--- config.mk ---
export PLATFORM = sky130hd
export DESIGN_NAME = display_scan_ctrl_flat
export DESIGN_NICKNAME = d
export VERILOG_FILES = /design/src/rtl/display_scan_ctrl_if.sv /design/src/rtl/display_scan_ctrl.sv /design/src/flat_wrapper.sv
export SDC_FILE = /design/constraint.sdc
export NUM_CORES = 1
export LEC_CHECK = 0
export ABC_AREA = 0
export BUFFER_PORTS_ARGS = -buffer_cell sky130_fd_sc_hd__buf_2
export CORE_ASPECT_RATIO = 1.2
export CORE_MARGIN = 3
export CORE_UTILIZATION = 30
export DETAILED_ROUTE_END_ITERATION = 6
export GPL_TIMING_DRIVEN = 0
export PLACE_DENSITY = 0.44
export SYNTH_ARGS = -nofsm -noshare
export SYNTH_HDL_FRONTEND = slang
export SYNTH_SLANG_ARGS = --single-unit
--- constraint.sdc ---
create_clock -name clk -period 3.9 [get_ports clk]
set_clock_uncertainty 0.15 [all_clocks]
set_input_delay 0.195 -clock clk [delete_from_list [all_inputs] [get_ports clk]]
set_output_delay 0.195 -clock clk [all_outputs]
set_load 0.03 [all_outputs]
--- src/rtl/display_scan_ctrl_if.sv ---
// Display scan bus: scan control and display value in, digit index and cathode drive out.
interface display_scan_ctrl_if;
    logic        enable;
    logic [31:0] value;
    logic        load;
    logic [2:0]  count;
    logic        blank;
    logic [6:0]  segments;
    logic        dp;
    logic        frame_done;

    modport master (
        output enable, value, load,
        input  count, blank, segments, dp, frame_done
    );

    modport slave (
        input  enable, value, load,
        output count, blank, segments, dp, frame_done
    );
endinterface

--- src/rtl/display_scan_ctrl.sv ---
// 8-digit hex display scanner with a blanking gap between digits and a double-buffered
// display value. A new value only takes effect at a frame boundary (digit 7 -> 0) or on
// entry from idle, so a frame is never torn.
module display_scan_ctrl #(
    parameter int unsigned COUNT_MAX    = 100000,
    parameter int unsigned BLANK_CYCLES = 4,
    parameter logic [7:0]  DP_MASK      = 8'h00
) (
    input logic              clk,
    input logic              reset,
    display_scan_ctrl_if.slave bus
);

    localparam int unsigned PW = (COUNT_MAX > 1) ? $clog2(COUNT_MAX) : 1;
    localparam int unsigned BW = (BLANK_CYCLES > 0) ? $clog2(BLANK_CYCLES + 1) : 1;
    localparam logic [PW-1:0] PrescLast = PW'(COUNT_MAX - 1);
    localparam logic [BW-1:0] BlankLast = (BLANK_CYCLES > 0) ? BW'(BLANK_CYCLES - 1) : '0;

    typedef enum logic [1:0] {StIdle, StShow, StBlank} state_e;

    state_e        state_q, state_d;
    logic [PW-1:0] presc_q, presc_d;
    logic [BW-1:0] bcnt_q, bcnt_d;
    logic [2:0]    count_q, count_d;
    logic [31:0]   shadow_q, shadow_d;
    logic [31:0]   pending_q, pending_d;
    logic          pv_q, pv_d;
    logic          blank_q, blank_d;
    logic [6:0]    seg_q, seg_d;
    logic          dp_q, dp_d;
    logic          fd_q, fd_d;
    logic          step;
    logic          boundary;
    logic [3:0]    nib;

    function automatic logic [6:0] hex7(input logic [3:0] n);
        logic [6:0] s;
        case (n)
            4'h0: s = 7'b1000000;
            4'h1: s = 7'b1111001;
            4'h2: s = 7'b0100100;
            4'h3: s = 7'b0110000;
            4'h4: s = 7'b0011001;
            4'h5: s = 7'b0010010;
            4'h6: s = 7'b0000010;
            4'h7: s = 7'b1111000;
            4'h8: s = 7'b0000000;
            4'h9: s = 7'b0010000;
            4'hA: s = 7'b0001000;
            4'hB: s = 7'b0000011;
            4'hC: s = 7'b1000110;
            4'hD: s = 7'b0100001;
            4'hE: s = 7'b0000110;
            default: s = 7'b0001110;
        endcase
        return s;
    endfunction

    // Next-state: scan sequencing, buffer management, and the output values for the next cycle.
    always_comb begin
        state_d   = state_q;
        presc_d   = presc_q;
        bcnt_d    = bcnt_q;
        count_d   = count_q;
        shadow_d  = shadow_q;
        pending_d = pending_q;
        pv_d      = pv_q;
        step      = 1'b0;
        boundary  = 1'b0;

        case (state_q)
            StIdle: begin
                if (bus.enable) begin
                    state_d  = StShow;
                    presc_d  = '0;
                    count_d  = 3'd0;
                    // Leaving idle starts a fresh frame, so pending data is applied here.
                    boundary = 1'b1;
                end
            end
            StShow: begin
                if (!bus.enable) begin
                    state_d = StIdle;
                    presc_d = '0;
                    bcnt_d  = '0;
                    count_d = 3'd0;
                end else if (presc_q == PrescLast) begin
                    presc_d = '0;
                    if (BLANK_CYCLES > 0) begin
                        state_d = StBlank;
                        bcnt_d  = '0;
                    end else begin
                        step = 1'b1;
                    end
                end else begin
                    presc_d = presc_q + 1'b1;
                end
            end
            StBlank: begin
                if (!bus.enable) begin
                    state_d = StIdle;
                    presc_d = '0;
                    bcnt_d  = '0;
                    count_d = 3'd0;
                end else if (bcnt_q == BlankLast) begin
                    state_d = StShow;
                    bcnt_d  = '0;
                    step    = 1'b1;
                end else begin
                    bcnt_d = bcnt_q + 1'b1;
                end
            end
            default: state_d = StIdle;
        endcase

        if (step) begin
            count_d  = count_q + 3'd1;
            boundary = (count_q == 3'd7);
        end

        if (boundary) begin
            // A load in the boundary cycle bypasses the pending buffer.
            if (bus.load) begin
                shadow_d = bus.value;
                pv_d     = 1'b0;
            end else if (pv_q) begin
                shadow_d = pending_q;
                pv_d     = 1'b0;
            end
        end else if (bus.load) begin
            if (state_q == StIdle) begin
                // Nothing is lit in idle, so the value can go straight to the shadow.
                shadow_d = bus.value;
                pv_d     = 1'b0;
            end else begin
                pending_d = bus.value;
                pv_d      = 1'b1;
            end
        end

        nib     = shadow_d[{count_d, 2'b00} +: 4];
        blank_d = (state_d != StShow);
        seg_d   = (state_d == StShow) ? hex7(nib) : 7'h7F;
        dp_d    = (state_d == StShow) ? ~DP_MASK[count_d] : 1'b1;
        // Flag the cycle whose closing edge wraps the digit index 7 -> 0.
        fd_d    = (count_d == 3'd7) &&
                  (((state_d == StShow) && (presc_d == PrescLast) && (BLANK_CYCLES == 0)) ||
                   ((state_d == StBlank) && (bcnt_d == BlankLast)));
    end

    // State and registered outputs.
    always_ff @(posedge clk or negedge reset) begin
        if (!reset) begin
            state_q   <= StIdle;
            presc_q   <= '0;
            bcnt_q    <= '0;
            count_q   <= 3'd0;
            shadow_q  <= '0;
            pending_q <= '0;
            pv_q      <= 1'b0;
            blank_q   <= 1'b1;
            seg_q     <= 7'h7F;
            dp_q      <= 1'b1;
            fd_q      <= 1'b0;
        end else begin
            state_q   <= state_d;
            presc_q   <= presc_d;
            bcnt_q    <= bcnt_d;
            count_q   <= count_d;
            shadow_q  <= shadow_d;
            pending_q <= pending_d;
            pv_q      <= pv_d;
            blank_q   <= blank_d;
            seg_q     <= seg_d;
            dp_q      <= dp_d;
            fd_q      <= fd_d;
        end
    end

    assign bus.count      = count_q;
    assign bus.blank      = blank_q;
    assign bus.segments   = seg_q;
    assign bus.dp         = dp_q;
    assign bus.frame_done = fd_q;

endmodule

--- src/flat_wrapper.sv ---
// flat-port wrapper written by rule: the top's interface ports become plain ports
module display_scan_ctrl_flat 
#(
    parameter int unsigned COUNT_MAX    = 100000,
    parameter int unsigned BLANK_CYCLES = 4,
    parameter logic [7:0]  DP_MASK      = 8'h00
)
  (clk, reset, bus_enable, bus_value, bus_load, bus_count, bus_blank, bus_segments, bus_dp, bus_frame_done);
  display_scan_ctrl_if bus_i ();
  input logic clk;
  input logic reset;
  input wire logic [$bits(bus_i.enable)-1:0] bus_enable;
  input wire logic [$bits(bus_i.value)-1:0] bus_value;
  input wire logic [$bits(bus_i.load)-1:0] bus_load;
  output wire logic [$bits(bus_i.count)-1:0] bus_count;
  output wire logic [$bits(bus_i.blank)-1:0] bus_blank;
  output wire logic [$bits(bus_i.segments)-1:0] bus_segments;
  output wire logic [$bits(bus_i.dp)-1:0] bus_dp;
  output wire logic [$bits(bus_i.frame_done)-1:0] bus_frame_done;
  assign bus_i.enable = bus_enable;
  assign bus_i.value = bus_value;
  assign bus_i.load = bus_load;
  assign bus_count = bus_i.count;
  assign bus_blank = bus_i.blank;
  assign bus_segments = bus_i.segments;
  assign bus_dp = bus_i.dp;
  assign bus_frame_done = bus_i.frame_done;
  display_scan_ctrl #(.COUNT_MAX(COUNT_MAX), .BLANK_CYCLES(BLANK_CYCLES), .DP_MASK(DP_MASK)) u_core (.clk(clk), .reset(reset), .bus(bus_i));
endmodule
==> results.py, run 1 <==
metrics = {
    "cts": {
        "cts_root_buffer": "clkbuf_16",
        "clk_pin_slew_worst_paths_ns": 0.07,
        "cts_buffer_depth": 2,
        "clock_latency_ns": 0.35,
        "numCtsBuffers": 9,
        "htree_num_levels": 3,
        "clock_sinks": 99,
        "cts_tree": "built",
    },
    "die": {
        "placementRows": 53,
        "design.core.area_um2": 17640,
        "boundaryPins": 49,
        "die_x_um": 128.8,
        "die-height_um": 153.3,
        "dieArea_um2": 19750,
        "initial_core_util_pct": 30.76,
    },
    "route": {
        "firstDrtPassIters": 4,
        "wl_per_cell_um": 18.64,
        "vias_per_cell": 5.421,
        "antenna_left": 0,
        "drc": 0,
        "vias": 4635,
        "wl_um": 15930,
        "drtIter0Drc": 261,
    },
    "worst_setup_path": {
        "arrival_ns": 3.86,
        "cp_max_fo": 10,
        "cp-end-kind": "flip-flop",
        "max_stage_delay_ns": 0.43,
        "r2r-end": "u_core.bus.segments[0]$_DFF_PN1_",
        "r2r_slack_ns": 0.16,
        "startpoint_type": "flip-flop",
        "rr_startpoint": "u_core.state_q[0]$_DFF_PN0_",
        "path_cells": "inv_1 > ha_1 > buf_6 > and4b_1 > buf_6 > a21o_2 > buf_6 > buf_6 > buf_4 > o22ai_1 > a31oi_2 > o2bb2a_1 > nand4_1 > buf_4 > ha_1 > inv_2 > a32o_1 > a211oi_2",
        "crit_slowest_cell": "dfrtp_1",
        "rr_worst_depth": 18,
        "cp.required_ns": 4.02,
        "critPathKind": "reg -> reg",
        "crit_top_cell": "buf_6",
    },
    "job": {
        "maxCapViolCount": 0,
    },
    "logic_synthesis": {
        "synth_seq_cells": 99,
        "syn_area_um2": 5426,
        "synth_cell_type_count": 67,
        "synth_edf_count": 0,
        "synth.most_common_cell": "dfrtp_1",
        "synth_fp_nets": 579,
        "synth_top_cell_by_area": "dfrtp_1",
        "synth_top_cell_area_share_pct": 41.96,
        "synth_cells": 531,
        "ys_seq_area_share_pct": 45.84,
        "synth_ff_type": "dfrtp_1",
        "async_reset_ff_share_pct": 100.0,
        "synth_common_cells": "dfrtp_1 (91), nand2_1 (58), mux2_2 (36), a31oi_1 (25), o21ai_0 (24)",
        "syn_area_per_cell_um2": 10.22,
        "ys_warn_count": 0,
        "synthTopCellsByArea": "dfrtp_1 (42%), mux2_2 (7.5%), nand2_1 (4.0%), dfstp_2 (3.9%), a31oi_1 (2.9%)",
    },
    "global_route": {
        "grt_max_degree": 57,
        "antenna_found_initial": 0,
        "grt_pass1_wl_um": 25600,
        "globalRouteOverflowTotal": 0,
        "grtUsageTotal_pct": 16.41,
        "grt_pass1_vias": 4700,
    },
    "sta": {
        "finalCriticalPeriod_ns": 3.744,
        "period_share_pct": 96.00,
        "setup_viol": 0,
        "worst_slack_ns": 0.1561,
        "worst_pin_slew_ns": 1.202,
        "timing.fmax_mhz": 267.1,
        "relSlewSlack_pct": 18.62,
        "slew_violations": 0,
        "hold_viol": 0,
    },
    "pwr": {
        "fin_total_pwr_w": 0.004654,
        "power.leakage_nw": 2.844,
        "powerDensity_nw_per_um2": 682.1,
        "ir_worst_vdd_uv": 243.6,
    },
    "placed_design": {
        "port_buffers": 45,
        "globalplace.congestion": 0.8291,
        "hpwl_um": 11020,
        "post-place-ws_ns": -0.2910,
    },
    "finish": {
        "num_antenna_cells": 0,
        "nNetsFinal": 678,
        "area_growth_syn_to_layout_pct": 25.73,
        "drive_above_1_share_pct": 25.51,
    },
    "worst_hold_path": {
        "min_path_type": "in -> async",
    },
    "outcome": {
        "status": "finished clean",
    },
}
## layer usage
| layer | wire [µm] | track usage [%] | up-vias | part of all wire [%] |
|---|---|---|---|---|
| li1 | - | - | 2194 | - |
| met1 | 6958 | 20.52 | 2315 | 44 |
| met2 | 7921 | 27.94 | 102 | 50 |
| met3 | 589 | 3.181 | 24 | 3.7 |
| met4 | 464 | 5.803 | 0 | 2.9 |
| met5 | 0 | 0 | - | 0 |
## registers in the layout, indices dropped and copies added, names as in the netlist
signal                 cells
u_core.shadow_q           32
u_core.state_q             2
u_core.pv_q                1
u_core.bus.count           3
u_core.bus.frame_done      1
u_core.presc_q            17
u_core.bcnt_q              3
u_core.bus.blank           1
u_core.pending_q          32
u_core.bus.segments        7
## power by group
| group | leakage, nW | switching (W) | internal [W] |
|---|---|---|---|
| Combinational | 1.48 | 0.00109 | 0.000895 |
| Clock | 0.159 | 0.000405 | 0.000597 |
| Sequential | 1.20 | 0.000203 | 0.00146 |
## layout by cell type, fill, tap and decap left out, types with 3 or more instances in the layout
| cell | Yosys | layout |
|---|---|---|
| a21boi_1 | 1 | 3 |
| buf_4 | 6 | 14 |
| a31oi_1 | 25 | 23 |
| o31ai_1 | 7 | 7 |
| clkbuf_1 | 16 | 16 |
| inv_1 | 22 | 21 |
| clkbuf_16 | 0 | 9 |
| nor3_1 | 16 | 16 |
| ha_1 | 12 | 11 |
| buf_6 | 9 | 10 |
| and2_1 | 4 | 4 |
| buf_2 | 2 | 45 |
| nand4b_1 | 3 | 3 |
| nand2_1 | 58 | 58 |
| xor2_1 | 4 | 4 |
| or3_1 | 17 | 17 |
| a21oi_1 | 10 | 10 |
| nand4_1 | 6 | 6 |
| o22ai_1 | 22 | 22 |
| o311ai_1 | 2 | 3 |
| dfrtp_1 | 91 | 90 |
| o22a_1 | 14 | 14 |
| dlygate4sd3_1 | 0 | 34 |
| o221ai_1 | 3 | 3 |
| a41oi_2 | 0 | 3 |
| nor2_1 | 22 | 22 |
| nor2b_1 | 4 | 4 |
| mux2_2 | 36 | 36 |
| nand3_1 | 13 | 12 |
| and3_1 | 10 | 10 |
| a2bb2oi_1 | 3 | 3 |
| o21ai_0 | 24 | 24 |
| dfstp_2 | 8 | 8 |
## kinds of logic after synthesis
kind of cell / synth area share, %
mux: 8.808
xor+xnor: 0.6455
simple gates: 15.61
buf+inv: 5.580
compound gates: 20.68
other cells: 0.06911
flops: 45.84
fa+ha+maj: 2.767
## worst max-delay path, delay by kind of cell, from the launching register on
kind,cells,cell delay [ns]
buffers and inverters,8,1.07
flip-flops,1,0.43
AO/OA/AOI/OAI,6,1.28
AND/OR/NAND/NOR,2,0.33
adder cells (fa/ha/maj),2,0.40
## how the worst max path moves through the flow
| stage | from | endpoint | depth (start not counted) |
|---|---|---|---|
| after floorplan | u_core.bus.count[1]$_DFF_PN0_ | u_core.bus.segments[6]$_DFF_PN1_ | 15 |
| after global placement | u_core.bus.count[1]$_DFF_PN0_ | u_core.bus.segments[6]$_DFF_PN1_ | 15 |
| after detailed placement | u_core.bus.count[1]$_DFF_PN0_ | u_core.bus.segments[6]$_DFF_PN1_ | 15 |
| after CTS | u_core.bus.count[1]$_DFF_PN0_ | u_core.bus.segments[6]$_DFF_PN1_ | 15 |
| after global routing | u_core.state_q[0]$_DFF_PN0_ | u_core.bus.segments[1]$_DFF_PN1_ | 13 |
| final | u_core.state_q[0]$_DFF_PN0_ | u_core.bus.segments[0]$_DFF_PN1_ | 18 |
## layout make-up
cell class | count | area (µm²)
inverters | 22 | 82.58
fillers | 1735 | 10820
flip-flops and latches | 99 | 2489
repair buffers | 88 | 668.1
clock buffers | 12 | 256.5
well taps | 220 | 275.3
clock inverters | 4 | 72.57
plain buffers | 34 | 227.7
multi-input cells | 376 | 2751
## through the flow
stage	util, %	instance area, µm²	hold slack [ns]	TNS [ns]	std cells
6_report	38.68	6823	0.2378	0	855
5_1_grt	38.68	6823	0.2873	-0.06430	855
4_1_cts	37.78	6664	0.2360	0	849
3_5_place_dp	33.77	5957	0.1014	-0.9581	797
3_3_place_gp	33.60	5927	0.2936	-0.8322	796
2_1_floorplan	-	5426	-0.2506	0	531
## repair_timing
action                                 CTS  global route
gates resized for setup                  6            26
pin swaps                                2             5
setup buffers                            2             6
setup endpoints to repair                6             7
hold buffers                            34             0
endpoints found under the hold margin   77             0
Note: power is estimated with default switching activity, not from simulation.
==> inputs of run 2 (changes only) <==
Settings changed: GPL_TIMING_DRIVEN 0 to not set.
==> run 2 against run 1 <==
  * Final cell count fell by 1.8%
  * Global-route usage fell by 0.31 points
  * Critical path depth fell by 3
  * Largest power group unchanged
  * Largest cell class unchanged
  * Power fell by 5.0%
  * Hold slack got worse by 0.19 ns
  * Non-clock buffer count fell by 16
==> results.py, run 2 (synthesized netlist as in run 1, its figures left out) <==
metrics = {
    "outcome": {
        "status": "finished clean",
    },
    "sta": {
        "setup_viol": 0,
        "finalCriticalPeriod_ns": 3.632,
        "relSlewSlack_pct": 37.77,
        "slew_violations": 0,
        "period_share_pct": 93.13,
        "worst_pin_slew_ns": 0.9278,
        "timing.fmax_mhz": 275.3,
        "hold_viol": 0,
        "worst_slack_ns": 0.2680,
        "finalSetupTns_ns": 0,
        "rsz0062_at_grt": "false",
    },
    "worst_setup_path": {
        "cp.required_ns": 3.96,
        "cp_max_fo": 14,
        "arrival_ns": 3.69,
        "critPathKind": "reg -> reg",
        "startpoint_type": "flip-flop",
        "cp-end-kind": "flip-flop",
    },
    "die": {
        "design.core.area_um2": 17640,
        "boundaryPins": 49,
        "initial_core_util_pct": 30.76,
        "die_x_um": 128.8,
        "dieArea_um2": 19750,
        "die-height_um": 153.3,
        "placementRows": 53,
    },
    "cts": {
        "cts_tree": "built",
        "clk_pin_slew_worst_paths_ns": 0.07,
        "clock_latency_ns": 0.35,
        "htree_num_levels": 3,
        "cts_buffer_depth": 2,
        "cts_root_buffer": "clkbuf_16",
        "numCtsBuffers": 9,
        "clock_sinks": 99,
    },
    "placed_design": {
        "place_area_um2": 5924,
        "globalplace.congestion": 0.8151,
        "port_buffers": 47,
        "hpwl_um": 10880,
        "post-place-ws_ns": 0.09827,
    },
    "finish": {
        "layout_common_cells": "dfrtp_1 (91), nand2_1 (58), buf_2 (46)",
        "nNetsFinal": 662,
        "postLayoutCoreUtil_pct": 37.43,
        "area_growth_syn_to_layout_pct": 21.67,
        "final_common_cell": "dfrtp_1",
        "design_area_um2": 6603,
        "top_regs": "u_core.pending_q: 32 flops, u_core.shadow_q: 32 flops, u_core.presc_q: 17 flops",
        "drive_above_1_share_pct": 23.91,
    },
    "global_route": {
        "grt_max_degree": 50,
        "busiest_layer": "met2",
        "antenna_found_initial": 0,
        "grtUsageTotal_pct": 16.10,
        "grt_pass1_vias": 4684,
        "use_met1_pct": 19.89,
        "globalRouteOverflowTotal": 0,
        "use_met2_pct": 26.88,
        "use_met3_pct": 3.635,
        "grt_pass1_wl_um": 25010,
    },
    "route": {
        "vias_per_cell": 5.314,
        "firstDrtPassIters": 4,
        "antenna_left": 0,
        "wl_per_cell_um": 18.27,
        "drc": 0,
        "vias": 4464,
        "drtIter0Drc": 283,
        "wl_um": 15350,
    },
    "pwr": {
        "powerDensity_nw_per_um2": 669.5,
        "fin_total_pwr_w": 0.004420,
        "power.leakage_nw": 2.787,
        "ir_worst_vdd_uv": 234.8,
    },
    "worst_hold_path": {
        "min_path_type": "in -> reg",
    },
    "job": {
        "maxCapViolCount": 0,
    },
}
run 2: metrics by stage:
stage	hold slack (ns)	std cells
finish	0.04479	840
global route	0.04320	839
CTS	0.03677	836
detailed placement	-0.1109	786
global placement	-0.1089	786
floorplan	-0.2506	531
run 2: layer usage:
| metal | vias up | share of wire (%) |
|---|---|---|
| met5 | - | 0 |
| met4 | 0 | 2.3 |
| met3 | 21 | 4.3 |
| met2 | 97 | 51 |
| met1 | 2185 | 42 |
| li1 | 2161 | - |
run 2: repair_timing:
| item | 4_1_cts | 5_1_grt |
|---|---|---|
| hold buffers | 34 | 0 |
| hold endpoints to repair | 126 | 0 |
| resized for setup | 0 | 5 |
| buffers inserted | 0 | 3 |
| setup endpoints to repair | 0 | 5 |
run 2: path summary, 6_finish.rpt:
check / slack (ns) / to / start / depth (start not counted)
setup / recovery: 0.27 / u_core.bus.segments[6]$_DFF_PN1_ / u_core.state_q[0]$_DFF_PN0_ / 15
hold / removal: 0.04 / u_core.pv_q$_DFFE_PN0P_ / bus_load / 3
setup reg to reg: 0.27 / u_core.bus.segments[6]$_DFF_PN1_ / u_core.state_q[0]$_DFF_PN0_ / 15
hold reg to reg: 0.35 / u_core.shadow_q[19]$_DFF_PN0_ / u_core.shadow_q[19]$_DFF_PN0_ / 2
max in group asynchronous: 2.65 / u_core.pending_q[1]$_DFFE_PN0P_ / reset / 3
min in group asynchronous: 0.08 / u_core.shadow_q[2]$_DFF_PN0_ / reset / 2
run 2: critical path: stages (launching register included):
cell      delay, ns
dfrtp_1        0.41
inv_1          0.08
ha_1           0.30
and3b_2        0.31
mux2i_4        0.20
buf_12         0.15
buf_4          0.13
or3_1          0.32
o311ai_2       0.10
o2bb2a_1       0.27
nand4_1        0.21
inv_1          0.09
ha_1           0.22
nand3_1        0.13
a21boi_0       0.24
o221ai_1       0.18
run 2: power by group:
group          internal (W)  total, W  switching [W]  leakage [nW]
Sequential          0.00146   0.00167       0.000212          1.20
Combinational      0.000834   0.00185        0.00102          1.44
Clock              0.000495  0.000899       0.000404         0.145
run 2: final cells by class:
class                      instances  area (µm²)
antenna                            1       2.502
tap                              220       275.3
clock buffer                       9       225.2
timing repair buffer             106       815.8
multi-input combinational        376        2648
inverter                          22       82.58
sequential                        99        2487
fill                            1772       11040
clock inverter                     7       66.31
==> inputs of run 3 (changes only) <==
Settings changed: ABC_AREA 0 to not set, CORE_ASPECT_RATIO 1.2 to not set.
==> run 3 against run 2 <==
  * Global-route usage decreased by 0.55 points
  * Via count rose by 0.67%
  * Die area is essentially flat
  * Hold slack got worse by 0.023 ns
  * Sequential cell count unchanged
  * Fmax rose by 0.64%
  * Final cell count shrank 0.95%
  * Sequential share of layout area up 0.21 points
  * Sequential power is essentially flat
  * First-iteration DRC count increased by 6.7%
  * Critical endpoint is now u_core.bus.segments[5]$_DFF_PN1_
==> results.py, run 3 (synthesized netlist as in run 1, its figures left out) <==
metrics = {
    "worst_setup_path": {
        "crit_cells": 12,
        "arrival_ns": 3.72,
        "cp.required_ns": 4.01,
        "critPathKind": "reg -> reg",
        "startpoint_type": "flip-flop",
        "rr_startpoint": "u_core.state_q[0]$_DFF_PN0_",
        "r2r_slack_ns": 0.29,
        "crit_slowest_cell": "a22o_1",
        "cp_max_fo": 6,
        "max_stage_delay_ns": 0.48,
        "r2r-end": "u_core.bus.segments[5]$_DFF_PN1_",
        "path_cells": "inv_1 > ha_1 > mux2_2 > o21ai_1 > a22o_1 > o22a_1 > nand4_1 > inv_1 > ha_1 > nand3_1 > a21boi_0 > o221ai_1",
        "cpLargestDelayFamily": "compound AO/OA/AOI/OAI gates",
        "crit_buf_inv": 2,
        "rr_worst_depth": 12,
        "cp-end-kind": "flip-flop",
    },
    "die": {
        "design.core.area_um2": 17480,
        "die-height_um": 140.5,
        "boundaryPins": 49,
        "dieArea_um2": 19740,
        "die_x_um": 140.5,
        "placementRows": 48,
        "initial_core_util_pct": 31.05,
    },
    "global_route": {
        "grt_max_degree": 70,
        "globalRouteOverflowTotal": 0,
        "antenna_found_initial": 0,
        "grtUsageTotal_pct": 15.55,
        "grt_pass1_vias": 4574,
        "grt_pass1_wl_um": 24650,
    },
    "finish": {
        "final_common_cell": "dfrtp_1",
        "top_regs": "u_core.pending_q: 32 flops, u_core.shadow_q: 32 flops, u_core.presc_q: 17 flops",
        "num_antenna_cells": 0,
        "seq_area_um2": 2489,
        "area_growth_syn_to_layout_pct": 21.07,
        "multiInputGateArea_um2": 2665,
        "layout_common_cells": "dfrtp_1 (90), nand2_1 (58), buf_2 (46)",
        "nNetsFinal": 651,
        "design_area_um2": 6570,
        "drive_above_1_share_pct": 22.73,
        "fillers": 1760,
    },
    "placed_design": {
        "post-place-ws_ns": 0.1751,
        "place_area_um2": 5871,
        "hpwl_um": 10100,
        "port_buffers": 47,
        "globalplace.congestion": 0.8567,
    },
    "cts": {
        "cts_buffer_depth": 2,
        "cts_setup_buffers": 0,
        "clock_latency_ns": 0.36,
        "clk_pin_slew_worst_paths_ns": 0.07,
        "cts_tree": "built",
        "clock_sinks": 99,
        "numCtsBuffers": 9,
        "htree_num_levels": 3,
        "cts_root_buffer": "clkbuf_16",
    },
    "job": {
        "maxCapViolCount": 0,
    },
    "route": {
        "drc": 0,
        "antenna_left": 0,
        "drtIter0Drc": 302,
        "firstDrtPassIters": 5,
        "vias": 4494,
        "wl_per_cell_um": 18.30,
        "wl_um": 15220,
        "vias_per_cell": 5.401,
    },
    "sta": {
        "rsz0062_at_grt": "false",
        "setup_viol": 0,
        "worst_slack_ns": 0.2912,
        "relSlewSlack_pct": 37.53,
        "finalSetupTns_ns": 0,
        "hold_viol": 0,
        "hold_ws_ns": 0.02129,
        "finalCriticalPeriod_ns": 3.609,
        "slew_violations": 0,
        "worst_pin_slew_ns": 0.9370,
        "period_share_pct": 92.53,
        "timing.fmax_mhz": 277.1,
    },
    "pwr": {
        "powerDensity_nw_per_um2": 690.4,
        "ir_worst_vdd_uv": 327.6,
        "power.leakage_nw": 2.751,
    },
    "outcome": {
        "status": "finished clean",
    },
    "worst_hold_path": {
        "min_path_type": "in -> reg",
        "min_delay_path_depth": 2,
        "worstHoldStart": "bus_value[13]",
        "min_to": "u_core.pending_q[13]$_DFFE_PN0P_",
    },
}
-- run 3: through the flow --
| step | total power (W) | util [%] | instances |
|---|---|---|---|
| 4_1_cts | 0.004564 | 37.44 | 831 |
| 2_1_floorplan | 0.003002 | - | 531 |
| 3_3_place_gp | 0.003433 | 33.59 | 783 |
| 5_1_grt | 0.004871 | 37.59 | 832 |
| 6_report | 0.004536 | 37.59 | 832 |
| 3_5_place_dp | 0.003468 | 33.59 | 783 |
-- run 3: layout make-up --
| type | count | share of cell area, % |
|---|---|---|
| clock inverter | 4 | 1.504 |
| tap | 225 | 4.285 |
| clock buffer | 11 | 3.695 |
| sequential | 99 | 37.88 |
| inverter | 22 | 1.257 |
| timing repair buffer | 94 | 10.82 |
| multi-input combinational | 377 | 40.56 |
-- run 3: how the worst max path moves through the flow --
stage	startpoint	slack, ns	end
after floorplan	u_core.bus.count[1]$_DFF_PN0_	0.30	u_core.bus.segments[6]$_DFF_PN1_
after global placement	u_core.bus.count[1]$_DFF_PN0_	0.25	u_core.bus.segments[6]$_DFF_PN1_
after detailed placement	u_core.bus.count[1]$_DFF_PN0_	0.18	u_core.bus.segments[5]$_DFF_PN1_
after CTS	u_core.bus.count[1]$_DFF_PN0_	0.15	u_core.bus.segments[5]$_DFF_PN1_
after global routing	u_core.state_q[0]$_DFF_PN0_	0.006	u_core.bus.segments[6]$_DFF_PN1_
final	u_core.state_q[0]$_DFF_PN0_	0.29	u_core.bus.segments[5]$_DFF_PN1_
-- run 3: timing repair --
item,4_1_cts,5_1_grt
hold buffers,33,0
hold endpoints to repair,97,0
resized for setup,0,9
endpoints found under the setup margin,0,3
-- run 3: report_power, final --
group / switching (W) / internal (W) / total (W)
Clock: 0.000393 / 0.000643 / 0.00104
Sequential: 0.000203 / 0.00146 / 0.00166
Combinational: 0.00103 / 0.000807 / 0.00184
-- run 3: per-layer routing --
layer  GRT usage [%]  vias to the layer above  wire length [µm]
li1                -                     2131                 -
met1           21.07                     2257              7261
met2           25.38                       91              7181
met3           3.687                       15               622
met4           3.366                        0               157
met5               0                        -                 0
-- run 3: worst register-to-register path, cell delays in order, from the launching register on --
cell      delay (ns)
dfrtp_1         0.41
inv_1           0.08
ha_1            0.37
mux2_2          0.34
o21ai_1         0.37
a22o_1          0.48
o22a_1          0.22
nand4_1         0.26
inv_1           0.17
ha_1            0.17
nand3_1         0.11
a21boi_0        0.18
o221ai_1        0.21
